File: src/rtl/popcount_range_detector.sv
// popcount_range_detector
//   Streaming detector. It flags each accepted WIDTH-bit word whose set-bit count
//   lies in [MIN_ONES, MAX_ONES].
//   Stage 1 registers the popcount of the accepted word. Stage 2 registers the
//   range compare and drives the outputs.
//   Valid/ready flow control runs through both stages. in_ready depends
//   combinationally on out_ready, so the pipeline can sustain one word per cycle.
//   A saturating counter tallies the matching results actually handed downstream.
//   With default parameters the match output behaves exactly like the classic
//   "2 or 3 of 4 inputs set" circuit.

module popcount_range_detector #(
  parameter int WIDTH    = 4,
  parameter int MIN_ONES = 2,
  parameter int MAX_ONES = WIDTH - 1,
  parameter int CNT_W    = 16
) (
  input  logic                         clk,
  input  logic                         rst,
  input  logic                         in_valid,
  output logic                         in_ready,
  input  logic [WIDTH-1:0]             in_data,
  output logic                         out_valid,
  input  logic                         out_ready,
  output logic                         out_match,
  output logic [$clog2(WIDTH+1)-1:0]   out_ones,
  input  logic                         cnt_clr,
  output logic [CNT_W-1:0]             match_cnt
);

  // The popcount is held at $clog2(WIDTH+1) bits, so an all-ones word cannot overflow it.
  localparam int ONES_W = $clog2(WIDTH + 1);
  localparam logic [CNT_W-1:0] CNT_MAX = '1;

  // Reject an empty or out-of-range match window while the design is being elaborated.
  generate
    if (MIN_ONES > MAX_ONES || MAX_ONES > WIDTH) begin : g_bad_range
      $error("popcount_range_detector: need MIN_ONES <= MAX_ONES <= WIDTH");
    end
  endgenerate

  logic              s1_valid;
  logic [ONES_W-1:0] s1_ones;
  logic              s2_valid;
  logic              s2_match;
  logic [ONES_W-1:0] s2_ones;

  logic [ONES_W-1:0] in_ones;
  logic              s1_match;
  logic              s2_load;
  logic              s1_move;
  logic              in_fire;
  logic              out_fire;

  // Stage 2 can take new data when it is empty or its result is leaving this cycle.
  // Stage 1 frees up when it is empty or its word moves on.
  assign s2_load  = !s2_valid || out_ready;
  assign s1_move  = s1_valid && s2_load;
  assign in_ready = !s1_valid || s1_move;
  assign in_fire  = in_valid && in_ready;
  assign out_fire = s2_valid && out_ready;

  assign out_valid = s2_valid;
  assign out_match = s2_match;
  assign out_ones  = s2_ones;

  // Count the set bits of the incoming word, one bit at a time.
  always_comb begin
    in_ones = '0;
    for (int i = 0; i < WIDTH; i++) begin
      in_ones = in_ones + ONES_W'(in_data[i]);
    end
  end

  // Perform the range compare as a signed integer compare, so that MIN_ONES = 0 stays well defined.
  always_comb begin
    s1_match = (int'(s1_ones) >= MIN_ONES) && (int'(s1_ones) <= MAX_ONES);
  end

  // Stage 1: capture the popcount of each accepted word.
  always_ff @(posedge clk or posedge rst) begin
    if (rst) begin
      s1_valid <= 1'b0;
      s1_ones  <= '0;
    end else begin
      if (in_ready) begin
        s1_valid <= in_valid;
      end
      if (in_fire) begin
        s1_ones <= in_ones;
      end
    end
  end

  // Stage 2: capture the compare result.
  // When the pipe drains, the data keeps its last value.
  always_ff @(posedge clk or posedge rst) begin
    if (rst) begin
      s2_valid <= 1'b0;
      s2_match <= 1'b0;
      s2_ones  <= '0;
    end else if (s2_load) begin
      s2_valid <= s1_valid;
      if (s1_valid) begin
        s2_match <= s1_match;
        s2_ones  <= s1_ones;
      end
    end
  end

  // Saturating tally of delivered matches. A clear overrides a same-cycle increment.
  always_ff @(posedge clk or posedge rst) begin
    if (rst) begin
      match_cnt <= '0;
    end else if (cnt_clr) begin
      match_cnt <= '0;
    end else if (out_fire && s2_match && match_cnt != CNT_MAX) begin
      match_cnt <= match_cnt + 1'b1;
    end
  end

endmodule

File: config.mk
export PLATFORM = sky130hd
export DESIGN_NAME = popcount_range_detector
export DESIGN_NICKNAME = d
export VERILOG_FILES = /design/src/rtl/popcount_range_detector.sv
export SDC_FILE = /design/constraint.sdc
export NUM_CORES = 1
export LEC_CHECK = 0
export BUFFER_PORTS_ARGS = -buffer_cell sky130_fd_sc_hd__buf_2
export CAP_MARGIN = 25
export CORE_ASPECT_RATIO = 1.2
export CORE_MARGIN = 1.5
export CORE_UTILIZATION = 45
export DETAILED_ROUTE_END_ITERATION = 10
export PLACE_DENSITY = 0.69
export SLEW_MARGIN = 20
export SYNTH_ARGS = -nofsm -noshare
export SYNTH_HDL_FRONTEND = slang
export SYNTH_SLANG_ARGS = --single-unit
File: constraint.sdc
create_clock -name clk -period 1.93 [get_ports clk]
set_input_delay 0.2895 -clock clk [delete_from_list [all_inputs] [get_ports clk]]
set_output_delay 0.2895 -clock clk [all_outputs]
set_load 0.01 [all_outputs]
---- Word-level counts from Yosys, hierarchy flattened ----
Cells that the tools add are included.
storage, ports and cells
  register bits ........................... 25
  logic and storage cells ................. 27
  memory bits (read-only) ................. 0
  RAM bits ................................ 0
  input port bits ......................... 9
  bits in latches ......................... 0
  memories kept ........................... 0
cells by class
  div/mod/pow operators ................... 0
  multiply operators ...................... 0
  reductions and logical operators ........ 12
  order comparisons ....................... 2
  add/subtract/negate cells ............... 4
  shift-type cells ........................ 0
  equality and inequality tests ........... 1
  bitwise gates (word level) .............. 0
  muxes and demuxes ....................... 2
operators by type and width
  operator                                                                             count
  16-bit two-way mux                                                                   2
  16-bit by 1-bit adder with 16-bit output, second input constant                      1
  16-bit inequality test, second input constant                                        1
  1-bit logical AND                                                                    6
  2-bit by 1-bit adder with 3-bit output                                               1
  3-bit by 1-bit adder with 3-bit output                                               1
  3-bit by 2-bit greater-or-equal comparator with 1-bit output, second input constant  1
  3-bit by 2-bit <= comparator with 1-bit output, second input constant                1
  1-bit by 1-bit adder with 2-bit output                                               1
  1-bit logical NOT                                                                    2
  1-bit logical OR                                                                     2
  2-bit AND reduction                                                                  1
  2-bit nonzero test                                                                   1

---- Logic depth before layout (Yosys ltp) ----
  word-level depth ........................ 5
  depth in mapped cells ................... 6
  depth with buffers taken out ............ 6

---- Worst setup path after synthesis ----
Ideal clock, no wire load.
  path type ............................... reg2reg
  start point ............................. reg match_cnt[5]
  end point ............................... reg match_cnt[13]
  clock period less this slack ............ 1.784 ns
  setup slack ............................. 0.146 ns
  arrival time ............................ 1.659 ns
  stages on the path, launching flop included .. 6
  path through ............................ dfrtp_1 -> buf_6 -> nand3_2 -> or4_4 -> nor3b_1 -> mux2_2
on the way
  longest elaborated chain between the ends .. 3
  elaborated cells on any way between the ends .. 6
  classes of those cells .................. add/sub: 1; eq/ne: 1; mux: 2; reduce/logical: 2
RTL lines
  item                                                                                line      source
  start, declared                                                                     28        output logic [CNT_W-1:0] match_cnt
  start signal, assigned                                                              118       match_cnt <= match_cnt + 1'b1;
  16-bit by 1-bit adder with 16-bit output or 16-bit inequality test (tied branches)  118, 117
  16-bit two-way mux or 1-bit logical AND (tied branches)                             117       end else if (out_fire && s2_match && match_cnt != CNT_MAX) begin
  16-bit two-way mux or 2-bit nonzero test (tied branches)                            n/a
Parallel ways exist; a longest one is shown, timed or not. The select of a mux whose other input is x is not followed.
A chain may end at the register's enable or synchronous reset.

---- Final worst setup path ----
  start point ............................. reg s2_match (netlist: out_match)
  end point ............................... reg match_cnt[13]
on the way
  longest elaborated chain between the ends .. 3
RTL lines
  item                                 line  source
  start, declared                      45    logic s2_match;
  start signal, assigned               105   s2_match <= s1_match;
  1-bit logical AND (2 in a row)       117
  2-bit nonzero test (no source line)  n/a
No other way between the ends.

==> results.cfg <==
[outcome]
status = finished, final reports clean

[logic_synthesis]
netlist.area_leader.share = 0.469
synth_flop_cell = dfrtp_1
synth-seq-cells = 25
syn_nets = 148
async_flop_share = 1.00
ys_types = 35
synth_edf_count = 0
yosysTopAreaCell = dfrtp_1
seq_area_frac_synth = 0.469
synthTopCellsByArea = dfrtp_1 47%, mux2_2 6.8%, a21oi_1 3.8%
syn-cell-area_mm2 = 0.00133
yosys_warnings = 0
synth.avg_cell_area_um2 = 9.88
syn_inst = 135

[worst_hold_path]
holdCritPathClass = primary input to register
hp-start = in_valid
worstHoldPathCells = 2
hold_end = s1_valid

[route]
first_pass_iters = 4
vias_per_cell = 5.79
wirelength_mm = 3.06
drcViolationCount = 0
wl_per_cell_um = 14.6
ant_nets = 0
drt_iter0_markers = 19
num_vias = 1216

[power_and_ir_drop]
p_leak_nw = 0.746
vdd.ir_drop.worst_uv = 372
p_total_mw = 1.02
powerDensity_mw_per_mm2 = 633

[timing]
min_period_ps = 1880
period_share = 0.972
tightest_slew_ps = 445
drv_slew = 0
setup_ws_ps = 54.5
final_hold_viol_count = 0
setup_viol = 0
hold-worst-slack_ps = 150
finalSetupTns_ps = 0
slew_headroom = 0.702
max_freq_mhz = 533
skew_ps = 6.71

[place]
gp_congestion = 0.826
dpl-instance-area_mm2 = 0.00156
hpwl_mm = 2.25
port_buffers = 30
pre_cts_ws_ps = 83.9

[setup_path]
crit_type = register to register
crit_path_top_delay_cell = or4_4
crit_family = simple AND/OR/NAND/NOR gates
path_max_fanout = 6
start_kind = register
r2r_slack_ps = 50
worst-r2r-cell-count = 4
cp_data_arrival_time_ps = 2100
max_stage_delay_ps = 610
r2r_start = out_match
worstPathRequired_ps = 2150
crit_chain = nand3_1, or4_4, nor3b_1, mux2_2
rr_endpoint = match_cnt[13]
worstSetupEndpointType = register
critPathBufInv = 0

[finish]
syn2layout_area_growth_pct = 21.1
nets = 190
nFillCells = 259
layout-drive-gt1-share = 0.324
fin_area_mm2 = 0.00162
multi_input_area_um2 = 653
final-seq-area_um2 = 627
antenna_cells = 0

[global_route]
grt_max_degree = 26
grt_usage = 0.200
antenna_found_initial = 0
grt_pass1_vias = 1219
grt_pass1_wl_mm = 5.14
overflow = 0

[clocking]
clk_latency_ps = 320
cts.sinks = 25
htreeDepth = 1
clkSlewWorstSetupHoldPaths_ps = 150
cts_tree = built
clockRootBuffer = clkbuf_4
cts_buffers = 3
clockBufferDepth = 2

[die]
fp.dieH_um = 62.6
core_mm2 = 0.00281
initial_utilization = 0.474
rows = 21
ios = 31
fp.dieW_um = 52.7
dieArea_mm2 = 0.00330

[run]
maxCapViolations = 0
==> cell usage after synthesis, types with 2 or more instances <==
cell type,n
dfrtp_1,25
a21oi_1,10
inv_1,10
mux2_2,8
nand2_1,8
nor2_1,8
nand3_1,7
nand2b_1,5
nand4_1,5
o21ai_0,5
o31ai_1,5
or3_1,5
nor3_1,4
ha_1,3
or4_1,3
a211oi_1,2
a31oi_1,2
nor2b_1,2
nor4_1,2
==> how the worst max path moves through the flow <==
stage,startpoint,end,cells after the start
after CTS,out_valid,match_cnt[13],4
after global routing,out_match,match_cnt[11],4
after detailed placement,out_valid,match_cnt[13],4
final,out_match,match_cnt[13],4
after floorplan,match_cnt[5],match_cnt[13],5
after global placement,out_ready,match_cnt[13],5
==> cell families (layout without fill, tap and decap cells) <==
| kind of cell | Yosys count | count (layout) | share of synthesized area |
|---|---|---|---|
| adder cells (fa/ha/maj) | 4 | 4 | 0.0432 |
| multiplexers | 9 | 9 | 0.0750 |
| flip-flops | 25 | 25 | 0.469 |
| buffers and inverters | 13 | 54 | 0.0469 |
| AND/OR/NAND/NOR | 59 | 59 | 0.254 |
| AO/OA/AOI/OAI | 25 | 25 | 0.112 |
==> power breakdown <==
part	total (mW)	internal [mW]	switching, mW
Combinational	0.176	0.0863	0.0897
Sequential	0.603	0.572	0.0310
Clock	0.244	0.0777	0.167
Total	1.02	0.736	0.287
==> flip-flops by register name (all words and copies together) (netlist names) <==
| name | flops |
|---|---|
| match_cnt | 16 |
| out_ones | 3 |
| s1_ones | 3 |
| out_match | 1 |
| out_valid | 1 |
| s1_valid | 1 |
==> cell usage in the layout, fill, tap and decap left out, drive strengths merged, types with 2 or more instances in the layout <==
master / n
o31ai: 5
inv: 10
ha: 3
a21oi: 10
nor2b: 2
nand2b: 5
o21ai: 5
and3: 2
or3: 5
buf: 39
or4: 4
nand4: 5
nor3: 4
mux2: 8
dfrtp: 25
a211oi: 2
a31oi: 2
clkbuf: 3
nor2: 8
nor4: 2
nand2: 8
nand3: 8
==> stage by stage <==
step	std cells	utilization
after floorplan	135	-
after global placement	204	0.555
after detailed placement	204	0.555
after global routing	210	0.575
after CTS	209	0.569
final	210	0.575
==> layer usage <==
layer  vias to the layer above  share of wire  track usage
met2                        41           0.54        0.356
li1                        576              -            -
met4                         0          0.016       0.0833
met5                         -              0            0
met3                         6          0.041       0.0263
met1                       593           0.40        0.232
==> final cells by class <==
type / instances / share of cell area
clock buffers: 3 / 0.0139
clock inverters: 1 / 0.00310
inverters: 10 / 0.0232
multi-input cells: 97 / 0.404
flip-flops and latches: 25 / 0.388
well taps: 34 / 0.0263
repair buffers: 40 / 0.141
==> timing repair <==
item,in CTS,in global routing
gates resized for setup,0,3
hold buffers,1,0
setup buffers,0,1
endpoints found under the hold margin,25,0
setup endpoints to repair,0,7
(Power assumes the default switching activity.)
